==> src/rtl/cpu_pkg.sv <==
// Opcode constants and fetch-state encoding shared by the fetch stage and the
// control decoder.
package cpu_pkg;

  localparam logic [3:0] OP_NOOP     = 4'h0;
  localparam logic [3:0] OP_LAST_ALU = 4'h9;
  localparam logic [3:0] OP_JMP      = 4'hA;
  localparam logic [3:0] OP_HALT     = 4'hF;

  localparam logic [1:0] FETCH  = 2'd0;
  localparam logic [1:0] DECODE = 2'd1;
  localparam logic [1:0] HALT   = 2'd2;

  // Opcodes 0x1..0x9 are forwarded to the control decoder.
  function automatic logic is_issue_op(input logic [3:0] op);
    return (op != OP_NOOP) && (op <= OP_LAST_ALU);
  endfunction

endpackage

==> src/rtl/instr_fetch_if.sv <==
// ROM read port plus the issue port toward the control decoder.
interface instr_fetch_if #(
  parameter int unsigned ADDR_W = 8,
  parameter int unsigned OPND_W = 8
);

  logic              mem_rd;
  logic [ADDR_W-1:0] mem_addr;
  logic [OPND_W+3:0] mem_data;
  logic [3:0]        instruction;
  logic [OPND_W-1:0] operand;
  logic              instr_valid;

  modport master (
    output mem_rd, mem_addr, instruction, operand, instr_valid,
    input  mem_data
  );

  modport slave (
    input  mem_rd, mem_addr, instruction, operand, instr_valid,
    output mem_data
  );

endinterface

==> src/rtl/instr_fetch.sv <==
// Fetch/sequencer stage: owns the PC, reads the program ROM, resolves JMP and
// HALT locally and issues opcodes 0x1..0x9 as single-cycle pulses.
module instr_fetch
  import cpu_pkg::*;
#(
  parameter int unsigned ADDR_W = 8,
  parameter int unsigned OPND_W = 8
) (
  input  logic              clk,
  input  logic              rst_n,
  input  logic              en,
  instr_fetch_if.master     bus,
  output logic [ADDR_W-1:0] pc,
  output logic              halted
);

  logic [1:0]        state_q, state_d;
  logic [ADDR_W-1:0] pc_q, pc_d;
  logic [ADDR_W-1:0] addr_q, addr_d;
  logic              rd_q, rd_d;
  logic [3:0]        instr_q, instr_d;
  logic [OPND_W-1:0] opnd_q, opnd_d;
  logic              valid_q, valid_d;
  logic              halted_q, halted_d;

  logic [3:0]        op;
  logic [OPND_W-1:0] field;
  logic [ADDR_W-1:0] jmp_tgt;
  logic [ADDR_W-1:0] pc_inc;

  assign op      = bus.mem_data[OPND_W+3:OPND_W];
  assign field   = bus.mem_data[OPND_W-1:0];
  // Size cast truncates or zero-extends the operand to a PC-wide target.
  assign jmp_tgt = ADDR_W'(field);
  assign pc_inc  = pc_q + ADDR_W'(1);

  always_comb begin
    state_d  = state_q;
    pc_d     = pc_q;
    addr_d   = addr_q;
    rd_d     = 1'b0;
    instr_d  = OP_NOOP;
    opnd_d   = opnd_q;
    valid_d  = 1'b0;
    halted_d = halted_q;
    case (state_q)
      FETCH: begin
        if (en) begin
          rd_d    = 1'b1;
          addr_d  = pc_q;
          state_d = DECODE;
        end
      end
      DECODE: begin
        state_d = FETCH;
        if (is_issue_op(op)) begin
          instr_d = op;
          opnd_d  = field;
          valid_d = 1'b1;
          pc_d    = pc_inc;
        end else if (op == OP_JMP) begin
          pc_d = jmp_tgt;
        end else if (op == OP_HALT) begin
          halted_d = 1'b1;
          state_d  = HALT;
        end else begin
          pc_d = pc_inc;
        end
      end
      HALT: begin
        state_d = HALT;
      end
      default: begin
        state_d = FETCH;
      end
    endcase
  end

  always_ff @(posedge clk or negedge rst_n) begin
    if (!rst_n) begin
      state_q  <= FETCH;
      pc_q     <= '0;
      addr_q   <= '0;
      rd_q     <= 1'b0;
      instr_q  <= OP_NOOP;
      opnd_q   <= '0;
      valid_q  <= 1'b0;
      halted_q <= 1'b0;
    end else begin
      state_q  <= state_d;
      pc_q     <= pc_d;
      addr_q   <= addr_d;
      rd_q     <= rd_d;
      instr_q  <= instr_d;
      opnd_q   <= opnd_d;
      valid_q  <= valid_d;
      halted_q <= halted_d;
    end
  end

  assign bus.mem_rd      = rd_q;
  assign bus.mem_addr    = addr_q;
  assign bus.instruction = instr_q;
  assign bus.operand     = opnd_q;
  assign bus.instr_valid = valid_q;
  assign pc              = pc_q;
  assign halted          = halted_q;

endmodule

==> src/flat_wrapper.sv <==
// flat-port wrapper written by rule: the top's interface ports become plain ports
module instr_fetch_flat import cpu_pkg::*;
#(
  parameter int unsigned ADDR_W = 8,
  parameter int unsigned OPND_W = 8
)
  (clk, rst_n, en, pc, halted, bus_mem_rd, bus_mem_addr, bus_instruction, bus_operand, bus_instr_valid, bus_mem_data);
  instr_fetch_if #(.ADDR_W(ADDR_W), .OPND_W(OPND_W)) bus_i ();
  input  logic clk;
  input  logic rst_n;
  input  logic en;
  output logic [ADDR_W-1:0] pc;
  output logic halted;
  output wire logic [$bits(bus_i.mem_rd)-1:0] bus_mem_rd;
  output wire logic [$bits(bus_i.mem_addr)-1:0] bus_mem_addr;
  output wire logic [$bits(bus_i.instruction)-1:0] bus_instruction;
  output wire logic [$bits(bus_i.operand)-1:0] bus_operand;
  output wire logic [$bits(bus_i.instr_valid)-1:0] bus_instr_valid;
  input wire logic [$bits(bus_i.mem_data)-1:0] bus_mem_data;
  assign bus_mem_rd = bus_i.mem_rd;
  assign bus_mem_addr = bus_i.mem_addr;
  assign bus_instruction = bus_i.instruction;
  assign bus_operand = bus_i.operand;
  assign bus_instr_valid = bus_i.instr_valid;
  assign bus_i.mem_data = bus_mem_data;
  instr_fetch #(.ADDR_W(ADDR_W), .OPND_W(OPND_W)) u_core (.clk(clk), .rst_n(rst_n), .en(en), .bus(bus_i), .pc(pc), .halted(halted));
endmodule
==> config.mk <==
export PLATFORM = sky130hd
export DESIGN_NAME = instr_fetch_flat
export DESIGN_NICKNAME = d
export VERILOG_FILES = /design/src/rtl/cpu_pkg.sv /design/src/rtl/instr_fetch_if.sv /design/src/rtl/instr_fetch.sv /design/src/flat_wrapper.sv
export SDC_FILE = /design/constraint.sdc
export NUM_CORES = 1
export LEC_CHECK = 0
export BUFFER_PORTS_ARGS = -buffer_cell sky130_fd_sc_hd__buf_4
export CORE_MARGIN = 2
export CORE_UTILIZATION = 53
export CTS_CLUSTER_SIZE = 28
export DETAILED_ROUTE_END_ITERATION = 16
export PLACE_DENSITY = 0.83
export SLEW_MARGIN = 0
export SYNTH_ARGS = -nofsm -noshare
export SYNTH_HDL_FRONTEND = slang
export SYNTH_SLANG_ARGS = --single-unit
==> constraint.sdc <==
create_clock -name clk -period 3.35 [get_ports clk]
set_clock_uncertainty 0.2 [all_clocks]
set_input_delay 0.335 -clock clk [delete_from_list [all_inputs] [get_ports clk]]
set_output_delay 0.335 -clock clk [all_outputs]
set_load 0.02 [all_outputs]
-- Word level (Yosys, flattened, before mapping)
Cells that the tools add are included.
- register bits after elaboration: 33
- output and inout port bits: 31
- word-level logic and storage cells: 39
- input port bits: 15
- mux-type cells: 14
- reductions and logical operators: 7
- add/subtract/negate cells: 1
- bitwise operators: 2
- $lt $le $gt $ge: 1
- equal/unequal tests: 6
- operators by type and width (kind ; count):
    $mux W8 ; 3
    $add A8 B1 Y8 const B ; 1
    $eq A4 B4 Y1 const B ; 2
    $mux W2 ; 4
    $mux W4 ; 2
    $pmux W2 S3 ; 1
    $reduce_and A2 Y1 ; 3
    $le A4 B4 Y1 const B ; 1
    $mux W1 ; 4
    $reduce_and A4 Y1 ; 1
    $reduce_bool A4 Y1 ; 1
    $ne A3 B1 Y1 const B ; 1
    $eq A2 B1 Y1 const B ; 1
    $eq A2 B2 Y1 const B ; 1
    $logic_not A2 Y1 ; 1
    $ne A2 B2 Y1 const B ; 1
    $not A1 Y1 ; 2
    $logic_and A1 B1 Y1 ; 1

-- Longest topological paths before layout
Gate-level depths: netlist of run 1.
- depth after elaboration: 5
- gate-level depth with buffers: 6
- gate-level depth less buffers: 5

-- Worst setup path after synthesis of run 1
OpenSTA, ideal clock, no wires.
- kind: input-to-reg
- start: input bus_mem_data[9]
- end: register u_core.opnd_q[0] (netlist: u_core.bus.operand[0])
- setup slack: 1.688 ns
- stages: 3
- data required time: 3.025 ns
- setup time: 0.125 ns
- path buffers: 0
- data arrival time: 1.337 ns
- cell sequence: or4_4 nand3_4 mux2_2
- cells in the longest elaborated chain, start to end: 3
- elaborated cells between the ends (all ways): 4
- those cells by class: order compare (1); reduce/logical (3)
- ends and longest elaborated chain (what ; line ; text):
    start: declaration ; flat_wrapper.sv:19 ; input wire logic [$bits(bus_i.mem_data)-1:0] bus_mem_data;
    $le A4 B4 Y1 / $reduce_bool A4 Y1 (equally long branches) ; cpu_pkg.sv:16 ; return (op != OP_NOOP) && (op <= OP_LAST_ALU);
    $logic_and A1 B1 Y1 * ; cpu_pkg.sv:16 ;
    $reduce_and A2 Y1 (no source line) * ; n/a ;
    end signal: assignment ; instr_fetch.sv:95 ; opnd_q <= opnd_d;
    end: declaration ; instr_fetch.sv:22 ; logic [OPND_W-1:0] opnd_q, opnd_d;
Every way passes the cells marked *; elsewhere a longest branch is shown, timed or not.
A chain may end at the register's enable or synchronous reset.

-- Worst setup path in the final report of run 1
- start: input bus_mem_data[10]
- end: register u_core.pc_q[2] (netlist: u_core.pc[2])
- cells in the longest elaborated chain, start to end: 4
- elaborated cells between the ends (all ways): 9
- those cells by class: order compare (1); eq/ne (3); mux (2); reduce/logical (3)
- ends and longest elaborated chain (what ; line ; text):
    $le A4 B4 Y1 / $reduce_bool A4 Y1 (equally long branches) ; cpu_pkg.sv:16 ;
    $logic_and A1 B1 Y1 ; cpu_pkg.sv:16 ;
    $ne A3 B1 Y1 (no source line) ; n/a ;
    $reduce_and A2 Y1 (no source line) ; n/a ;
    end signal: assignment ; instr_fetch.sv:91 ; pc_q <= pc_d;
    end: declaration ; instr_fetch.sv:18 ; logic [ADDR_W-1:0] pc_q, pc_d;
Several ways; a longest one is shown, not always the timed one.

==> results of run 1 <==
-- critical path, cell delays in order --
cell and delay [ns]:
dlygate4sd3_1 0.55, buf_4 0.16, nand4bb_1 0.60, o21ai_0 0.41, a21oi_1 0.10
-- synth_stat cells --
| master | n |
|---|---|
| mux2_2 | 15 |
| inv_1 | 1 |
| and3_1 | 3 |
| and4_1 | 1 |
| nor2_1 | 2 |
| nand3_1 | 5 |
| o21bai_1 | 1 |
| nor4b_1 | 1 |
| nand2b_1 | 3 |
| dfrtp_1 | 33 |
| or4_4 | 1 |
| nor3b_1 | 2 |
| nand4bb_1 | 1 |
| a2bb2oi_1 | 2 |
| a32oi_1 | 1 |
| buf_2 | 4 |
| and2b_1 | 1 |
| nand3_4 | 1 |
| mux2_1 | 1 |
| o22ai_1 | 2 |
| a31oi_1 | 1 |
| nand4_1 | 2 |
| o21ai_0 | 10 |
| and4bb_2 | 1 |
| and2_1 | 3 |
| a21oi_1 | 9 |
| ha_1 | 1 |
| nand2_1 | 8 |
-- cells by family (layout without fill, tap and decap cells) --
group	after synthesis	count (layout)	share of synthesized area
AOI/OAI and AO/OA	26	26	0.104
adders and majority gates	1	1	0.00885
buffers and inverters	5	57	0.0168
DFF	33	33	0.584
muxes	16	16	0.127
and+or+nand+nor	35	35	0.158
-- power by group --
part | switching [mW] | internal, mW | total (mW)
combinational | 0.334 | 0.309 | 0.643
clock | 0.124 | 0.0990 | 0.223
sequential | 0.122 | 0.534 | 0.656
total | 0.579 | 0.942 | 1.52
-- final timing paths --
kind                                   start                         to  cells past startpoint
setup / recovery            bus_mem_data[10]               u_core.pc[2]                      5
hold / removal               bus_mem_data[6]      u_core.bus.operand[6]                      2
setup reg to reg           u_core.state_q[1]  u_core.bus.instruction[3]                      3
hold reg to reg                u_core.halted              u_core.halted                      1
max in group asynchronous              rst_n     u_core.bus.mem_addr[2]                      2
min in group asynchronous              rst_n  u_core.bus.instruction[0]                      2
-- through the flow --
step / std cells / instance area (um^2) / setup WS [ns]
after floorplan: 116 / 1410 / 1.69
after global placement: 188 / 1780 / 1.51
after detailed placement: 188 / 1780 / 1.45
after CTS: 198 / 1860 / 1.24
after global routing: 198 / 1860 / 1.04
final: 198 / 1860 / 1.19
-- cell type report --
type	instances	share of cell area
Sequential cell	33	0.444
Multi-Input combinational cell	78	0.303
Timing Repair Buffer	49	0.202
Clock buffer	7	0.0296
Tap cell	30	0.0202
Inverter	1	0.00202
-- routing by layer --
layer / vias to the layer above / routed length (um) / global-route usage
li1: 530 / - / -
met4: 0 / 68 / 0.105
met1: 538 / 1240 / 0.254
met2: 29 / 1460 / 0.338
met5: - / 0 / 0
met3: 8 / 139 / 0.0535
-- state kept, by name (all words and copies together), names as in the netlist --
name and count:
u_core.pc 8, u_core.state_q 2, u_core.bus.mem_addr 8, u_core.bus.operand 8
u_core.bus.instr_valid 1, u_core.bus.mem_rd 1, u_core.bus.instruction 4, u_core.halted 1
-- what timing repair did --
action,in CTS,in global routing
resized for setup,0,0
setup buffers,0,0
hold buffers,3,0
endpoints found under the hold margin,34,0
==> results.json, run 1 <==
{
  "relSlewSlack": 0.572,
  "rsz0062_at_grt": "no",
  "start_util": 0.566,
  "multiInputGateArea_um2": 564,
  "io-pin-count": 46,
  "via_per_inst": 5.58,
  "syn_inst": 116,
  "antenna_cells": 0,
  "yosysWarnings": 0,
  "syn_to_final_growth_pct": 31.7,
  "start_kind": "input port",
  "status": "finished, final reports clean",
  "core_area_mm2": 0.00250,
  "seqCellArea_um2": 826,
  "wire_per_inst_um": 14.7,
  "peakVddDrop_v": 0.000619,
  "layout_common_cells": "buf_4, dfrtp_1, mux2_2, o21ai_0, a21oi_1",
  "critPathArrivalTime_ns": 2.17,
  "setup_viol": 0,
  "clock_tree.root_cell": "clkbuf_4",
  "min_path_type": "input port to flip-flop",
  "grt_pass1_wl_um": 4890,
  "synth_top_cell_area_share": 0.584,
  "fin_crit_sh": 0.645,
  "clk_latency_ns": 0.33,
  "grt_util_all_layers": 0.207,
  "hold_violations": 0,
  "yosysSeqAreaShare": 0.584,
  "drv_slew": 0,
  "hold_ws_ns": 0.0358,
  "htree_num_levels": 2,
  "die_width_um": 55.7,
  "overflow": 0,
  "cts_buffer_depth": 2,
  "synth.distinct_cells": 28,
  "ys_ff_latch": 33,
  "drc": 0,
  "grt_max_degree": 34,
  "fillers": 179,
  "final_common_cell": "buf_4",
  "drt_first_pass_iters": 4,
  "synth_top_cell_by_area": "dfrtp_1",
  "maxCapViolations": 0,
  "cts_made_buffers": 5,
  "fin_util": 0.745,
  "antenna_found_initial": 0,
  "cts_tree": "built",
  "critical_path_class": "input port to flip-flop",
  "grt_pass1_vias": 1082,
  "nets": 184,
  "vias": 1105,
  "first_iter_violations": 13,
  "syn-num-nets": 132,
  "syn_avg_cell_area_um2": 12.2,
  "worst_slew_pin_slew_ns": 0.638,
  "tns_ns": 0,
  "routed_wl_um": 2910,
  "totalPowerFinal_mw": 1.52,
  "num_rows": 18,
  "design.die.area_mm2": 0.00310,
  "crit_path_end_kind": "flip-flop",
  "port_buffers": 45,
  "timing.fmax_ghz": 0.463,
  "place_congestion": 0.755,
  "drive_gt1_frac": 0.417,
  "p_leak_nw": 0.884,
  "final.min_clock_period_ns": 2.16,
  "cp.required_ns": 3.36,
  "netlist_top_cells_area": "dfrtp_1, mux2_2, o21ai_0",
  "postRouteAntennaNets": 0,
  "p_per_area_mw_per_mm2": 817,
  "synth_area_mm2": 0.00141,
  "r2r_slack_ns": 1.65,
  "cts.clk_slew.worst_paths_ns": 0.09,
  "critPathMaxFanout": 17,
  "die_h_um": 55.7,
  "clock_sinks": 33,
  "dp_hpwl_um": 2100
}
No activity file was read; power rests on OpenSTA's default activity.
==> run 2, diff against run 1 <==
Settings changed: CORE_UTILIZATION 53 to 49, PLACE_DENSITY 0.83 to 0.78.
Clock period 3.35 ns to 2.2 ns, I/O delays scaled along.
==> results.json, run 2 (synthesis gave the netlist of run 1 again) <==
{
  "grt_util_all_layers": 0.200,
  "clock_tree.root_cell": "clkbuf_4",
  "place_congestion": 0.748,
  "final.min_clock_period_ns": 2.00,
  "critPathArrivalTime_ns": 2.01,
  "setup_viol": 0,
  "wire_per_inst_um": 14.3,
  "crit_family": "buffers and inverters",
  "overflow": 0,
  "drive_gt1_frac": 0.383,
  "hold_ws_ns": 0.0708,
  "layout_common_cells": "buf_4, dfrtp_1, mux2_2, dlygate4sd3_1, o21ai_0",
  "p_switching_mw": 0.878,
  "maxCapViolations": 0,
  "core_area_mm2": 0.00276,
  "p_per_area_mw_per_mm2": 1170,
  "fillers": 197,
  "cts_tree": "built",
  "antenna_found_initial": 0,
  "sequentialPowerShare": 0.432,
  "tns_ns": 0,
  "num_rows": 19,
  "min_path_type": "input port to flip-flop",
  "wl_met2_um": 1540,
  "critPathMaxFanout": 17,
  "top_layer_used": "met4",
  "timing.fmax_ghz": 0.501,
  "die_width_um": 57.7,
  "grt_pass1_wl_um": 5000,
  "vias": 1132,
  "swShare": 0.381,
  "path_cells": "dlygate4sd3_1 > buf_4 > nand4bb_1 > o21ai_0 > a21oi_1",
  "post_cts_buffers": 0,
  "grt_max_degree": 34,
  "nets": 195,
  "critPathMaxStageDelay_ns": 0.60,
  "grt_pass1_vias": 1082,
  "wl_met3_um": 143,
  "hold_violations": 0,
  "first_iter_violations": 23,
  "htree_num_levels": 2,
  "cts_buffer_depth": 2,
  "cell_internal_pwr_mw": 1.42,
  "start_util": 0.513,
  "critPathBufInv": 2,
  "drc": 0,
  "postLayoutCellArea_mm2": 0.00197,
  "postRouteAntennaNets": 0,
  "worst_slew_pin_slew_ns": 0.640,
  "totalPowerFinal_mw": 2.30,
  "critical_path_class": "input port to flip-flop",
  "clk_latency_ns": 0.34,
  "die_h_um": 57.7,
  "port_buffers": 45,
  "pwr-share-comb": 0.430,
  "drv_slew": 0,
  "final_common_cell": "buf_4",
  "cp.required_ns": 2.21,
  "relSlewSlack": 0.571,
  "peakVddDrop_v": 0.00113,
  "routed_wl_um": 3030,
  "slowest_stage": "nand4bb_1",
  "design.die.area_mm2": 0.00333,
  "io-pin-count": 46,
  "rsz0062_at_grt": "no",
  "antenna_cells": 0,
  "crit_path_end_kind": "flip-flop",
  "p_clk_frac": 0.138,
  "dpl_cell_area_mm2": 0.00178,
  "p_leak_nw": 0.925,
  "dp_hpwl_um": 2130,
  "drt_first_pass_iters": 4,
  "clock_sinks": 33,
  "syn_to_final_growth_pct": 39.1,
  "cts.clk_slew.worst_paths_ns": 0.09,
  "via_per_inst": 5.36,
  "cts_made_buffers": 5,
  "fin_util": 0.713,
  "fin_crit_sh": 0.908,
  "status": "finished, final reports clean",
  "m1WireLength_um": 1290,
  "start_kind": "input port"
}
## run 2: cell count changes in the layout (fill, tap and decap cells not counted)
cell / change
clkbuf_8: -1
clkbuf_1: +2
dlygate4sd3_1: +11
## run 2: layout make-up
type | count | area (um^2) | share of cell area
Clock buffer | 8 | 48.8 | 0.0248
Inverter | 1 | 3.75 | 0.00191
Tap cell | 31 | 38.8 | 0.0197
Timing Repair Buffer | 60 | 485 | 0.247
Multi-Input combinational cell | 78 | 564 | 0.287
Sequential cell | 33 | 826 | 0.420
## run 2: worst min-delay path: cells and delay by family
family / cells / cell delay, ns
compound gates: 1 / 0.08
buf+inv: 1 / 0.13
simple gates: 1 / 0.14
## run 2: final timing paths
path / start / to / slack (ns) / depth (start not counted)
worst max-delay path: bus_mem_data[10] / u_core.pc[3] / 0.20 / 5
worst min-delay path: bus_mem_data[11] / u_core.halted / 0.07 / 3
worst max register to register: u_core.state_q[1] / u_core.bus.instruction[3] / 0.46 / 3
worst min register to register: u_core.halted / u_core.halted / 0.29 / 1
max in group asynchronous: rst_n / u_core.bus.mem_addr[6] / 1.36 / 2
min in group asynchronous: rst_n / u_core.halted / 0.15 / 2
## run 2: what timing repair did
item	in CTS	in global routing
gates resized for setup	0	0
hold endpoints to repair	48	0
hold buffers	14	0
## run 2: through the flow
step | worst slack, ns | std cells
floorplan | 0.645 | 116
global placement | 0.479 | 189
detailed placement | 0.413 | 189
CTS | 0.219 | 211
global route | 0.0375 | 211
finish | 0.203 | 211
## run 2: layer usage
metal	vias to the layer above	global-route usage
li1	553	-
met1	546	0.251
met2	28	0.330
met3	5	0.0469
met4	0	0.0897
met5	-	0
## run 2: power by group through the flow
stage / combinational, mW / clock, mW / sequential [mW]
2_1_floorplan: 0.308 / 0 / 1.23
3_3_place_gp: 0.961 / 0 / 0.991
3_5_place_dp: 0.981 / 0 / 1.01
4_1_cts: 1.00 / 0.328 / 0.995
5_1_grt: 1.07 / 0.354 / 1.03
6_report: 0.990 / 0.318 / 0.995
